### config.mk
export PLATFORM = sky130hd
export DESIGN_NAME = aes_core_scheduler
export DESIGN_NICKNAME = d
export VERILOG_FILES = /design/src/rtl/aes_sched_pkg.sv /design/src/rtl/aes_tag_fifo.sv /design/src/rtl/aes_core_scheduler.sv
export SDC_FILE = /design/constraint.sdc
export NUM_CORES = 1
export LEC_CHECK = 0
export BUFFER_PORTS_ARGS = -buffer_cell sky130_fd_sc_hd__buf_2
export CORE_AREA = 2 2 604 606
export DETAILED_ROUTE_END_ITERATION = 8
export DIE_AREA = 0 0 606 608
export PLACE_DENSITY = 0.3
export SLEW_MARGIN = 15
export SYNTH_ARGS = -nofsm -noshare
export SYNTH_HDL_FRONTEND = slang
export SYNTH_SLANG_ARGS = --single-unit
export TNS_END_PERCENT = 5
### constraint.sdc
create_clock -name clk -period 2.63 [get_ports clk]
set_clock_uncertainty 0.2 [all_clocks]
set_input_delay 0.1315 -clock clk [delete_from_list [all_inputs] [get_ports clk]]
set_output_delay 0.1315 -clock clk [all_outputs]
set_load 0.01 [all_outputs]
### src/rtl/aes_sched_pkg.sv
// Shared types and helpers for the AES core scheduler: FSM state encoding,
// block width and requester-id sizing.
package aes_sched_pkg;

    localparam int AES_W = 128;

    typedef enum logic [1:0] {
        IDLE  = 2'd0,
        RUN   = 2'd1,
        DRAIN = 2'd2
    } sched_state_t;

    // Width of a requester id; a single requester still gets one bit.
    function automatic int id_w(input int n);
        return (n > 1) ? $clog2(n) : 1;
    endfunction

    function automatic int wrap_add(input int a, input int b, input int n);
        int s;
        s = a + b;
        return (s >= n) ? s - n : s;
    endfunction

endpackage

### src/rtl/aes_tag_fifo.sv
// In-order tag FIFO recording which requester owns each block in the core.
// Supports push and pop in the same cycle; pointers wrap modulo DEPTH.
module aes_tag_fifo #(
    parameter int WIDTH = 2,
    parameter int DEPTH = 4,
    localparam int PTR_W = $clog2(DEPTH),
    localparam int CNT_W = PTR_W + 1
) (
    input  logic             clk,
    input  logic             reset,
    input  logic             push,
    input  logic [WIDTH-1:0] push_data,
    input  logic             pop,
    output logic [WIDTH-1:0] head,
    output logic             full,
    output logic             empty,
    output logic [CNT_W-1:0] count
);

    logic [WIDTH-1:0] mem [DEPTH];
    logic [PTR_W-1:0] wr_ptr;
    logic [PTR_W-1:0] rd_ptr;
    logic             do_push;
    logic             do_pop;

    assign empty   = (count == '0);
    assign full    = (count == CNT_W'(DEPTH));
    assign do_pop  = pop && !empty;
    assign do_push = push && (!full || do_pop);
    assign head    = mem[rd_ptr];

    always_ff @(posedge clk) begin
        if (do_push) begin
            mem[wr_ptr] <= push_data;
        end
    end

    always_ff @(posedge clk) begin
        if (reset) begin
            wr_ptr <= '0;
            rd_ptr <= '0;
            count  <= '0;
        end else begin
            if (do_push) begin
                wr_ptr <= wr_ptr + 1'b1;
            end
            if (do_pop) begin
                rd_ptr <= rd_ptr + 1'b1;
            end
            case ({do_push, do_pop})
                2'b10:   count <= count + 1'b1;
                2'b01:   count <= count - 1'b1;
                default: count <= count;
            endcase
        end
    end

endmodule

### src/rtl/aes_core_scheduler.sv
// Round-robin scheduler sharing one AES-128 core among NUM_REQ requesters;
// results are matched to owners strictly in issue order via the tag FIFO.
module aes_core_scheduler
    import aes_sched_pkg::*;
#(
    parameter int NUM_REQ      = 4,
    parameter int MAX_INFLIGHT = 4,
    localparam int ID_W  = id_w(NUM_REQ),
    localparam int CNT_W = $clog2(MAX_INFLIGHT) + 1
) (
    input  logic                     clk,
    input  logic                     reset,
    input  logic                     enable,
    input  logic [NUM_REQ-1:0]       req_valid,
    output logic [NUM_REQ-1:0]       req_ready,
    input  logic [NUM_REQ*AES_W-1:0] req_plain,
    input  logic [NUM_REQ*AES_W-1:0] req_key,
    output logic                     core_valid_in,
    output logic [AES_W-1:0]         core_plain_text,
    output logic [AES_W-1:0]         core_cipher_key,
    input  logic                     core_valid_out,
    input  logic [AES_W-1:0]         core_cipher_text,
    output logic                     rsp_valid,
    output logic [ID_W-1:0]          rsp_id,
    output logic [AES_W-1:0]         rsp_cipher,
    output logic                     idle,
    output logic                     orphan_err
);

    sched_state_t     state_q;
    sched_state_t     state_d;
    logic [ID_W-1:0]  rr_ptr;
    logic [ID_W-1:0]  grant_idx;
    logic             grant_found;
    logic             grant;
    logic             can_grant;
    logic             pop;
    logic             fifo_full;
    logic             fifo_empty;
    logic [ID_W-1:0]  fifo_head;
    logic [CNT_W-1:0] inflight;

    aes_tag_fifo #(
        .WIDTH (ID_W),
        .DEPTH (MAX_INFLIGHT)
    ) u_tag_fifo (
        .clk       (clk),
        .reset     (reset),
        .push      (grant),
        .push_data (grant_idx),
        .pop       (pop),
        .head      (fifo_head),
        .full      (fifo_full),
        .empty     (fifo_empty),
        .count     (inflight)
    );

    // Credit check uses the registered occupancy, so a pop never frees a slot
    // for a grant in the same cycle.
    assign can_grant = !reset && (state_q == RUN) && enable && !fifo_full;
    assign pop       = core_valid_out && !fifo_empty;
    assign idle      = (state_q == IDLE) && (inflight == '0);

    always_comb begin
        grant_found = 1'b0;
        grant_idx   = '0;
        req_ready   = '0;
        for (int k = 0; k < NUM_REQ; k++) begin
            if (!grant_found && req_valid[wrap_add(int'(rr_ptr), k, NUM_REQ)]) begin
                grant_found = 1'b1;
                grant_idx   = ID_W'(wrap_add(int'(rr_ptr), k, NUM_REQ));
            end
        end
        grant = grant_found && can_grant;
        if (grant) begin
            req_ready[grant_idx] = 1'b1;
        end
    end

    always_comb begin
        state_d = state_q;
        unique case (state_q)
            IDLE:    if (enable) state_d = RUN;
            RUN:     if (!enable) state_d = (inflight != '0) ? DRAIN : IDLE;
            DRAIN: begin
                if (enable) begin
                    state_d = RUN;
                end else if (inflight == '0) begin
                    state_d = IDLE;
                end
            end
            default: state_d = IDLE;
        endcase
    end

    always_ff @(posedge clk) begin
        if (reset) begin
            state_q         <= IDLE;
            rr_ptr          <= '0;
            core_valid_in   <= 1'b0;
            core_plain_text <= '0;
            core_cipher_key <= '0;
            rsp_valid       <= 1'b0;
            rsp_id          <= '0;
            rsp_cipher      <= '0;
            orphan_err      <= 1'b0;
        end else begin
            state_q       <= state_d;
            core_valid_in <= grant;
            rsp_valid     <= pop;
            if (grant) begin
                core_plain_text <= req_plain[int'(grant_idx)*AES_W +: AES_W];
                core_cipher_key <= req_key[int'(grant_idx)*AES_W +: AES_W];
                rr_ptr          <= ID_W'(wrap_add(int'(grant_idx), 1, NUM_REQ));
            end
            if (pop) begin
                rsp_id     <= fifo_head;
                rsp_cipher <= core_cipher_text;
            end
            // A result with no owner is dropped but remembered until reset.
            if (core_valid_out && fifo_empty) begin
                orphan_err <= 1'b1;
            end
        end
    end

endmodule

; ---- Word-level counts from Yosys, hierarchy flattened
; Memories as Yosys holds them, arrays and structs flattened. A register that Yosys moved wholly into a read port is not among the register bits.
; Cells that the tools add are included.
[totals]
regBits = 398
ram_bits = 8
input_bits = 1160
output_inout_bits = 394
n_memories = 1
[classes]
n_addsub = 13
order_cmp = 11
n_eq_ne = 8
shift = 2
n_mux = 37
n_reduce_logical = 25
[mem_list]
columns = memory, words, width, read_ports, rd_ports_with_merged_regs, write_ports, line
row1 = u_tag_fifo.mem, 4, 2, 1, 1, 1, aes_tag_fifo.sv:20  ; logic [WIDTH-1:0] mem [DEPTH];
[op_table]
columns = operator, count
row1 = 512-bit by 10-bit variable part select with 128-bit output, 2
row2 = "32-bit by 4-bit < comparator with 1-bit output, second input constant", 4
row3 = 32-bit two-way mux, 4
row4 = 2-bit two-way mux, 10
row5 = 1-bit two-way mux, 15
row6 = 1-bit logical AND, 13
row7 = "3-bit greater-or-equal comparator, second input constant", 4
row8 = "3-bit by 3-bit subtractor with 4-bit output, second input constant", 3
row9 = 1-bit binary-select mux with 2-bit select, 4
row10 = "2-bit by 1-bit adder with 3-bit output, second input constant", 2
row11 = "2-bit by 2-bit adder with 3-bit output, second input constant", 2
row12 = 1-bit zero test, 6
row13 = 2-bit case mux with 3 select lines, 1
row14 = 3-bit case mux with 2 select lines, 1
row15 = "2-bit by 1-bit adder with 2-bit output, second input constant", 2
row16 = "2-bit by 1-bit equality test with 1-bit output, second input constant", 2
row17 = "2-bit equality test, second input constant", 2
row18 = 4-bit two-way mux, 1
row19 = "2-bit inequality test, second input constant", 2
row20 = "2-bit by 3-bit subtractor with 4-bit output, second input constant", 1
row21 = "3-bit by 1-bit adder with 3-bit output, second input constant", 1
row22 = "3-bit equality test, second input constant", 1
row23 = "2-bit by 3-bit greater-or-equal comparator with 1-bit output, second input constant", 1
row24 = 3-bit zero test, 1
row25 = 11 further kinds, 11

; ---- Depth between registers and ports, before layout
; Gate-level depths: netlist of run 1.
[depth]
word_depth = 20
depth_mapped = 10

; ---- Hierarchy
; From an unflattened synthesis of run 1, not the netlist that was laid out.
[unflattened]
cells_unflattened = 2100
hier_area_um2 = 19643.8
[modules_own_cells]
columns = module, instances, cells_per_inst, area_per_inst_um2, seq_area_each_um2
row1 = aes_core_scheduler, 1, 2036, 18863.1, 7867.5
row2 = aes_tag_fifo, 1, 64, 780.7, 420.4

; ---- Least setup slack after synthesis of run 1
; Ideal clock, no wire load.
[synth_path]
path_kind = reg2reg
from = reg u_tag_fifo.count[2]
to = reg u_tag_fifo.count[2]
setup_ns = 0.070
t_arrival_ns = 2.220
t_required_ns = 2.360
slack_ns = 0.140
stages_incl_launch_ff = 11
path_cell_list = dfxtp_1 > or3_1 > nand2_1 > inv_2 > clkbuf_1 > ha_1 > inv_1 > fa_1 > xor2_1 > or3_1 > a21oi_1
[synth_via]
elab_chain_cells = 8
word_cells_on_any_way = 16
classes_between = 2 x add/sub / 3 x eq/ne / 1 x mux / 10 x reduce/logical
[synth_lines]
columns = element, line
row1 = from (decl), aes_tag_fifo.sv:17  ; output logic [CNT_W-1:0] count
row2 = from (signal assigned), aes_tag_fifo.sv:51  ; 2'b10: count <= count + 1'b1;
row3 = from (signal assigned), aes_tag_fifo.sv:52  ; 2'b01: count <= count - 1'b1;
row4 = from (signal assigned), aes_tag_fifo.sv:53  ; default: count <= count;
row5 = 3-bit zero test (*), aes_tag_fifo.sv:26  ; assign empty = (count == '0);
row6 = 1-bit zero test (*), aes_core_scheduler.sv:61  ; assign pop = core_valid_out && !fifo_empty;
row7 = 1-bit logical AND (*), aes_core_scheduler.sv:61
row8 = net pop, aes_core_scheduler.sv:37  ; logic pop;
row9 = 1-bit logical AND (*), aes_tag_fifo.sv:28  ; assign do_pop = pop && !empty;
row10 = 1-bit logical OR, aes_tag_fifo.sv:29  ; assign do_push = push && (!full || do_pop);
row11 = 1-bit logical AND, aes_tag_fifo.sv:29
row12 = 2-bit by 1-bit equality test with 1-bit output or 2-bit equality test (tied branches), aes_tag_fifo.sv:50  ; case ({do_push, do_pop})
row13 = 3-bit case mux with 2 select lines or 2-bit nonzero test (tied branches), --
; Mark *: on every way through the listed nets, which the timed path passes. The rest lies on a longest branch.
; A chain may end at the register's enable or synchronous reset.

; ---- Final worst setup path of run 1
[layout_path]
from = reg rr_ptr[0]
to = reg core_plain_text[7]
[layout_via]
elab_chain_cells = 16
word_cells_on_any_way = 43
classes_between = 7 x add/sub / 4 x order compare / 1 x shift / 24 x mux / 7 x reduce/logical
[layout_lines]
columns = element, line
row1 = from (decl), aes_core_scheduler.sv:32  ; logic [ID_W-1:0] rr_ptr;
row2 = from (signal assigned), aes_core_scheduler.sv:114  ; rr_ptr <= ID_W'(wrap_add(int'(grant_idx), 1, NUM_REQ));
row3 = "parallel branches: the longest is 16 deep, another holds 3-bit by 3-bit subtractor with 4-bit output", --
row4 = to (signal assigned), aes_core_scheduler.sv:112  ; core_plain_text <= req_plain[int'(grant_idx)*AES_W +: AES_W];
row5 = to (decl), aes_core_scheduler.sv:19  ; output logic [AES_W-1:0] core_plain_text,
; Parallel ways; which one is timed is not known. The select of a mux whose other input is x is not followed.

==> summary.txt, run 1 <==
Status
  • Status: completed

Timing
  • Slew @ Worst Pin: 0.876 ns
  • Worst Setup Slack, final: 0.0500 ns
  • Post-layout min period: 2.58 ns
  • Fin. Hold Viols: 0
  • Setup-failing EPs final: 0
  • Achievable Freq: 0.388 GHz
  • RSZ-0062 raised after global routing: true
  • Period utilization: 0.981
  • Slew Limit Fails: 0
  • Worst relative slew slack: 0.416

Synthesis
  • Share of the synthesized area in the top cell type: 0.409
  • Yosys warns: 0
  • Cell count after synthesis: 2090
  • Mean Syn Cell Area: 9.36 µm²
  • Most frequent cell after synthesis: nand2_1
  • Post-synthesis sequential area ratio: 0.422
  • Post-synth EDFFs: 8
  • Distinct cells, synth: 29
  • Area contributors post-synth: dfxtp_1, mux2i_1, o221ai_1
  • #FFs+latches synth: 408
  • Top cells by count, synth: nand2_1, mux2i_1, dfxtp_1
  • Top FF cell, synth: dfxtp_1
  • FFs w/ async S/R, synth: 0
  • Cell taking the most area after synthesis: dfxtp_1
  • Mapped Area: 19600 µm²
  • Post-Syn Nets: 3260

Place
  • RD Place Congestion: 1.13
  • Setup WS pre-CTS: -0.333 ns
  • Port-buffer cells: 1553
  • Placed cells: 8442
  • Placed cell areas: 34600 µm²
  • Detailed placement HPWL: 253000 µm

Clock tree
  • CTS H-tree depth: 2
  • Reg clk slew, reported paths: 0.06 ns
  • Root buf cell: clkbuf_16
  • CTS tree: yes
  • CTS Sinks: 408
  • CTS Buffer Depth: 3
  • Clock Latency Late Sink: 0.79 ns
  • CTS buffer count: 61

Die
  • Initial core utilization: 0.0541
  • Die Ht: 608 µm
  • Boundary Pins: 1554
  • Row count: 221
  • Die footprint: 368000 µm²
  • Core box area: 362000 µm²
  • Die Wd: 606 µm

Finish
  • Layout cells sized above 1: 0.349
  • Nets@finish: 6535
  • Multi-input gate area: 10600 µm²
  • Synthesis-to-finish area growth: 177%
  • Filler cells: 41300
  • Final instance area: 54100 µm²
  • Final cell count without fillers: 10400
  • Register area: 8250 µm²

Min path
  • Hold WC Path Type: input port to flop

Worst setup path
  • Critical Path RT: 3.05 ns
  • Crit path DAT: 3.00 ns
  • Worst setup EP type: flop
  • Worst setup SP type: flop
  • CP max FO: 36
  • CP Class: flop to flop

GRT
  • First-pass GRT wire length: 363000 µm
  • Number of antenna violations at the first check in global routing: 359
  • Vias in the first global route: 33500
  • Overflow after GRT: 0
  • Largest net degree at the start of global routing: 132
  • Total Routing Usage GR: 0.152

Pwr
  • Maximum vdd drop: 581 µV
  • Power density over cell area: 438 nW/µm²
  • Leakage: 22.2 nW

Route
  • Detailed Route Iter0 Violations: 1860
  • Routed WL: 293000 µm
  • Drt first pass iters: 5
  • Final ANT Viol Nets: 0
  • DRC Markers: 0
  • Routed len/inst: 28.2 µm
  • Vias per Instance: 3.14
  • Vias: 32600

Flow run
  • Max-cap check violation count: 0
[where the power goes]
| group | leakage (nW) | total, mW | switching (mW) | internal (mW) |
|---|---|---|---|---|
| clock | 1.10 | 9.84 | 4.12 | 5.72 |
| combinational | 17.8 | 7.11 | 3.54 | 3.57 |
| sequential | 3.32 | 6.75 | 0.207 | 6.54 |
[worst paths after layout]
check | from | end | slack (ns) | cells after the start
setup reg to reg | rr_ptr[0] | core_plain_text[7] | 0.05 | 8
hold / removal | req_key[319] | core_cipher_key[63] | 0.07 | 4
setup / recovery | rr_ptr[0] | core_plain_text[7] | 0.05 | 8
hold reg to reg | rsp_cipher[98] | rsp_cipher[98] | 0.25 | 2
[critical path: stages (launching register included)]
cell and delay (ns):
dfxtp_2 0.34, nand2b_4 0.13, nor2b_2 0.15, o32a_4 0.24, buf_4 0.14, buf_12 0.22, mux2i_1 0.26, dlygate4sd3_1 0.59
o221ai_1 0.12
[flip-flops by register name, summed over array words and instances, names as in the netlist]
signal,count
orphan_err,1
rsp_id,2
rr_ptr,2
u_tag_fifo.rd_ptr,2
core_plain_text,128
u_tag_fifo.count,3
rsp_cipher,128
rsp_valid,1
core_cipher_key,128
state_q,2
u_tag_fifo.wr_ptr,2
u_tag_fifo.mem,8
core_valid_in,1
[repair_timing]
action / in CTS / in global routing
hold buffers: 1644 / 0
gates cloned: 0 / 3
hold endpoints to repair: 405 / 0
resized for setup: 23 / 21
pin swaps: 2 / 2
buffers inserted: 7 / 2
setup endpoints to repair: 7 / 38
[logic make-up after synthesis]
| logic type | synth area share |
|---|---|
| adders and majority gates | 0.00678 |
| buffers and inverters | 0.0423 |
| AOI/OAI and AO/OA | 0.153 |
| xor gates and xnor gates | 0.00269 |
| and+or+nand+nor | 0.109 |
| muxes | 0.264 |
| DFF | 0.422 |
[cells in the final DEF (no fill, tap or decap), drive strengths merged]
cell	count
ha	9
o21ai	1
nand2	523
nor2b	2
or3	2
xnor2	3
and2	8
diode	157
inv	13
a21o	1
fa	1
mux2i	512
a211oi	1
clkinvlp	6
bufinv	12
xor2	3
mux4	2
nor4	2
o221ai	256
nor2	12
nand2b	5
a21oi	138
buf	1751
clkbuf	79
dfxtp	400
dlygate4sd3	1644
a2111oi	1
nor3	2
o32a	1
edfxtp	8
clkinv	18
a211o	1
[layer usage]
metal  vias to the layer above  track usage  routed length, µm
met4                       172       0.0614              14300
met1                     15600        0.181             120000
li1                      14500            -                  -
met2                      1703        0.249             133000
met5                         -            0               1090
met3                       700       0.0505              24200
[cell type report]
type,instances,area share
diodes,157,0.00726
clock buffers,76,0.0309
clock inverters,39,0.0112
inverters,10,0.000856
multi-input cells,1486,0.197
flip-flops and latches,408,0.153
well taps,4794,0.111
repair buffers,3398,0.490
[stage by stage]
stage	hold WS (ns)	setup TNS (ns)	util	power [mW]
2_1_floorplan	0.00775	0	-	8.48
3_3_place_gp	0.133	-1.37	0.0958	11.5
3_5_place_dp	0.138	-0.805	0.0958	11.5
4_1_cts	0.000681	-0.255	0.148	24.3
5_1_grt	0.0396	-0.242	0.149	24.8
6_report	0.0659	0	0.150	23.7
(Power assumes the default switching activity.)
==> run 2: changes to the inputs <==
--- a/config.mk
+++ b/config.mk
@@ -7,7 +7,8 @@
 export LEC_CHECK = 0
 export BUFFER_PORTS_ARGS = -buffer_cell sky130_fd_sc_hd__buf_2
-export CORE_AREA = 2 2 604 606
+export CORE_AREA = 2 2 608 610
+export CTS_CLUSTER_DIAMETER = 200
 export DETAILED_ROUTE_END_ITERATION = 8
-export DIE_AREA = 0 0 606 608
+export DIE_AREA = 0 0 610 612
 export PLACE_DENSITY = 0.3
 export SLEW_MARGIN = 15
==> constraint.sdc (replaced) <==
create_clock -name clk -period 2.7 [get_ports clk]
set_clock_uncertainty 0.2 [all_clocks]
set_input_delay 0.135 -clock clk [delete_from_list [all_inputs] [get_ports clk]]
set_output_delay 0.135 -clock clk [all_outputs]
set_load 0.005 [all_outputs]
==> run 2 against run 1 <==
Count of clock-buffer cells in the layout increased by 24. Die area increased by 1.3%. Non-clock buffer count decreased by 92. Final cell count decreased by 0.58%. Register-to-register slack about the same. Global-route usage decreased by 0.40 points. Power decreased by 3.2%. Worst setup slack got worse by 0.0084 ns. Via count increased by 0.61%. Clock power decreased by 1%. Combinational power decreased by 6.8%. First-iteration DRC count decreased by 6.1%. Critical path type unchanged.
==> summary.txt, run 2 (synthesized netlist as in run 1, its figures left out) <==
Finish
  • Nets@finish: 6454
  • Post-Route Utilization: 0.145
  • Largest regs: core_cipher_key (128), core_plain_text (128), rsp_cipher (128)
  • Multi-input gate area: 10600 µm²
  • Synthesis-to-finish area growth: 172%
  • Commonest non-fill, non-tap cells in the layout: dlygate4sd3_1, buf_2, nand2_1, mux2i_1, dfxtp_1
  • Most common cell after layout, fill and taps aside: dlygate4sd3_1
  • Final cell count without fillers: 10300
  • Register area: 8250 µm²
  • Layout cells sized above 1: 0.351
  • Filler cells: 42000
  • Final instance area: 53200 µm²

Route
  • Vias per Instance: 3.18
  • Vias: 32800
  • Drt first pass iters: 5
  • Routed len/inst: 28.0 µm
  • DRC Markers: 0
  • Routed WL: 289000 µm
  • Final ANT Viol Nets: 0
  • Detailed Route Iter0 Violations: 1746

Worst setup path
  • Worst setup EP type: flop
  • Crit path DAT: 3.04 ns
  • RR Startpoint: state_q[0]
  • Critical Path RT: 3.08 ns
  • Worst Reg2Reg Path Length in Cells: 7
  • CP max FO: 125
  • CP Class: flop to flop
  • Worst setup SP type: flop
  • R2r endpoint: core_cipher_key[46]
  • Setup slack, reg-to-reg: 0.04 ns

GRT
  • Vias in the first global route: 32900
  • First-pass GRT wire length: 358000 µm
  • Number of antenna violations at the first check in global routing: 362
  • Overflow after GRT: 0
  • Largest net degree at the start of global routing: 132
  • Total Routing Usage GR: 0.148

Clock tree
  • Root buf cell: clkbuf_16
  • Reg clk slew, reported paths: 0.06 ns
  • CTS tree: yes
  • CTS buffer count: 72
  • CTS H-tree depth: 3
  • CTS Buffer Depth: 4
  • Clock Latency Late Sink: 0.79 ns
  • CTS Sinks: 408

Place
  • Placed cells: 8455
  • Port-buffer cells: 1553
  • Placed cell areas: 34300 µm²
  • Detailed placement HPWL: 251000 µm
  • RD Place Congestion: 1.13

Min path
  • Hold Path Depth: 4
  • Min-delay src: req_key[147]
  • Hold Path End: core_cipher_key[19]
  • Hold WC Path Type: input port to flop

Timing
  • Slew @ Worst Pin: 1.22 ns
  • Achievable Freq: 0.376 GHz
  • Worst relative slew slack: 0.186
  • Setup-failing EPs final: 0
  • RSZ-0062 raised after global routing: true
  • Post-layout min period: 2.66 ns
  • Period utilization: 0.985
  • Slew Limit Fails: 0
  • Sum Neg Setup Slack: 0 ns
  • Fin. Hold Viols: 0

Pwr
  • Sequential power share: 0.287
  • NetSw: 7.38 mW
  • Clk pwr share: 0.424
  • P_int: 15.6 mW
  • Power density over cell area: 432 nW/µm²
  • Switching Fraction: 0.321
  • Maximum vdd drop: 343 µV
  • Leakage: 21.8 nW
  • Gate power share: 0.289

Die
  • Die Ht: 612 µm
  • Die Wd: 610 µm
  • Row count: 223
  • Boundary Pins: 1554
  • Die footprint: 373000 µm²
  • Core box area: 367000 µm²
  • Initial core utilization: 0.0533

Status
  • Status: completed

Flow run
  • Max-cap check violation count: 0
run 2: timing repair:
action / CTS / global route
hold buffers: 1579 / 0
pin swaps: 2 / 2
setup buffers: 7 / 2
resized for setup: 31 / 19
setup endpoints to repair: 20 / 140
hold endpoints to repair: 412 / 0
cloned: 1 / 3
run 2: how the worst max path moves through the flow:
stage,start,endpoint,slack [ns],depth (start not counted)
2_1_floorplan,u_tag_fifo.count[2],u_tag_fifo.count[2],0.21,10
3_3_place_gp,rr_ptr[0],core_plain_text[25],-0.36,9
5_1_grt,rr_ptr[0],req_ready[1],-0.09,7
4_1_cts,rr_ptr[0],req_ready[1],-0.16,7
3_5_place_dp,rr_ptr[0],core_plain_text[25],-0.26,9
6_report,state_q[0],core_cipher_key[46],0.04,7
run 2: critical path: stages, from the launching register on:
cell	delay, ns
dfxtp_1	0.43
nand2b_1	0.14
a2111oi_4	0.29
buf_12	0.22
nor2_4	0.07
buf_12	0.20
nand2_1	0.30
o221ai_1	0.15
run 2: cell type report:
class                      count  share of cell area
timing repair buffer        3306               0.479
multi-input combinational   1486               0.200
sequential                   408               0.155
tap                         4837               0.114
clock buffer                 100              0.0393
antenna                      143             0.00673
clock inverter                18             0.00480
inverter                      10            0.000824
run 2: metal layers:
layer | vias up | global-route usage | wire length (µm)
li1 | 14300 | - | -
met1 | 15800 | 0.182 | 122000
met2 | 1839 | 0.240 | 131000
met3 | 687 | 0.0493 | 23900
met4 | 164 | 0.0484 | 11700
met5 | - | 0 | 1080
run 2: per-stage QoR:
step	total power, mW	worst slack (ns)	hold slack (ns)
finish	23.0	0.0416	0.0770
global route	23.9	-0.0864	0.0437
CTS	23.4	-0.157	0.000332
detailed placement	11.0	-0.260	0.134
global placement	10.9	-0.362	0.133
floorplan	8.14	0.210	0.0112
run 2: power groups by stage:
stage,combinational [mW],sequential [mW],clock [mW]
after floorplan,1.45,6.69,0
after global placement,4.25,6.70,0
after detailed placement,4.26,6.70,0
after CTS,6.70,6.58,10.2
after global routing,7.03,6.61,10.3
final,6.63,6.58,9.74
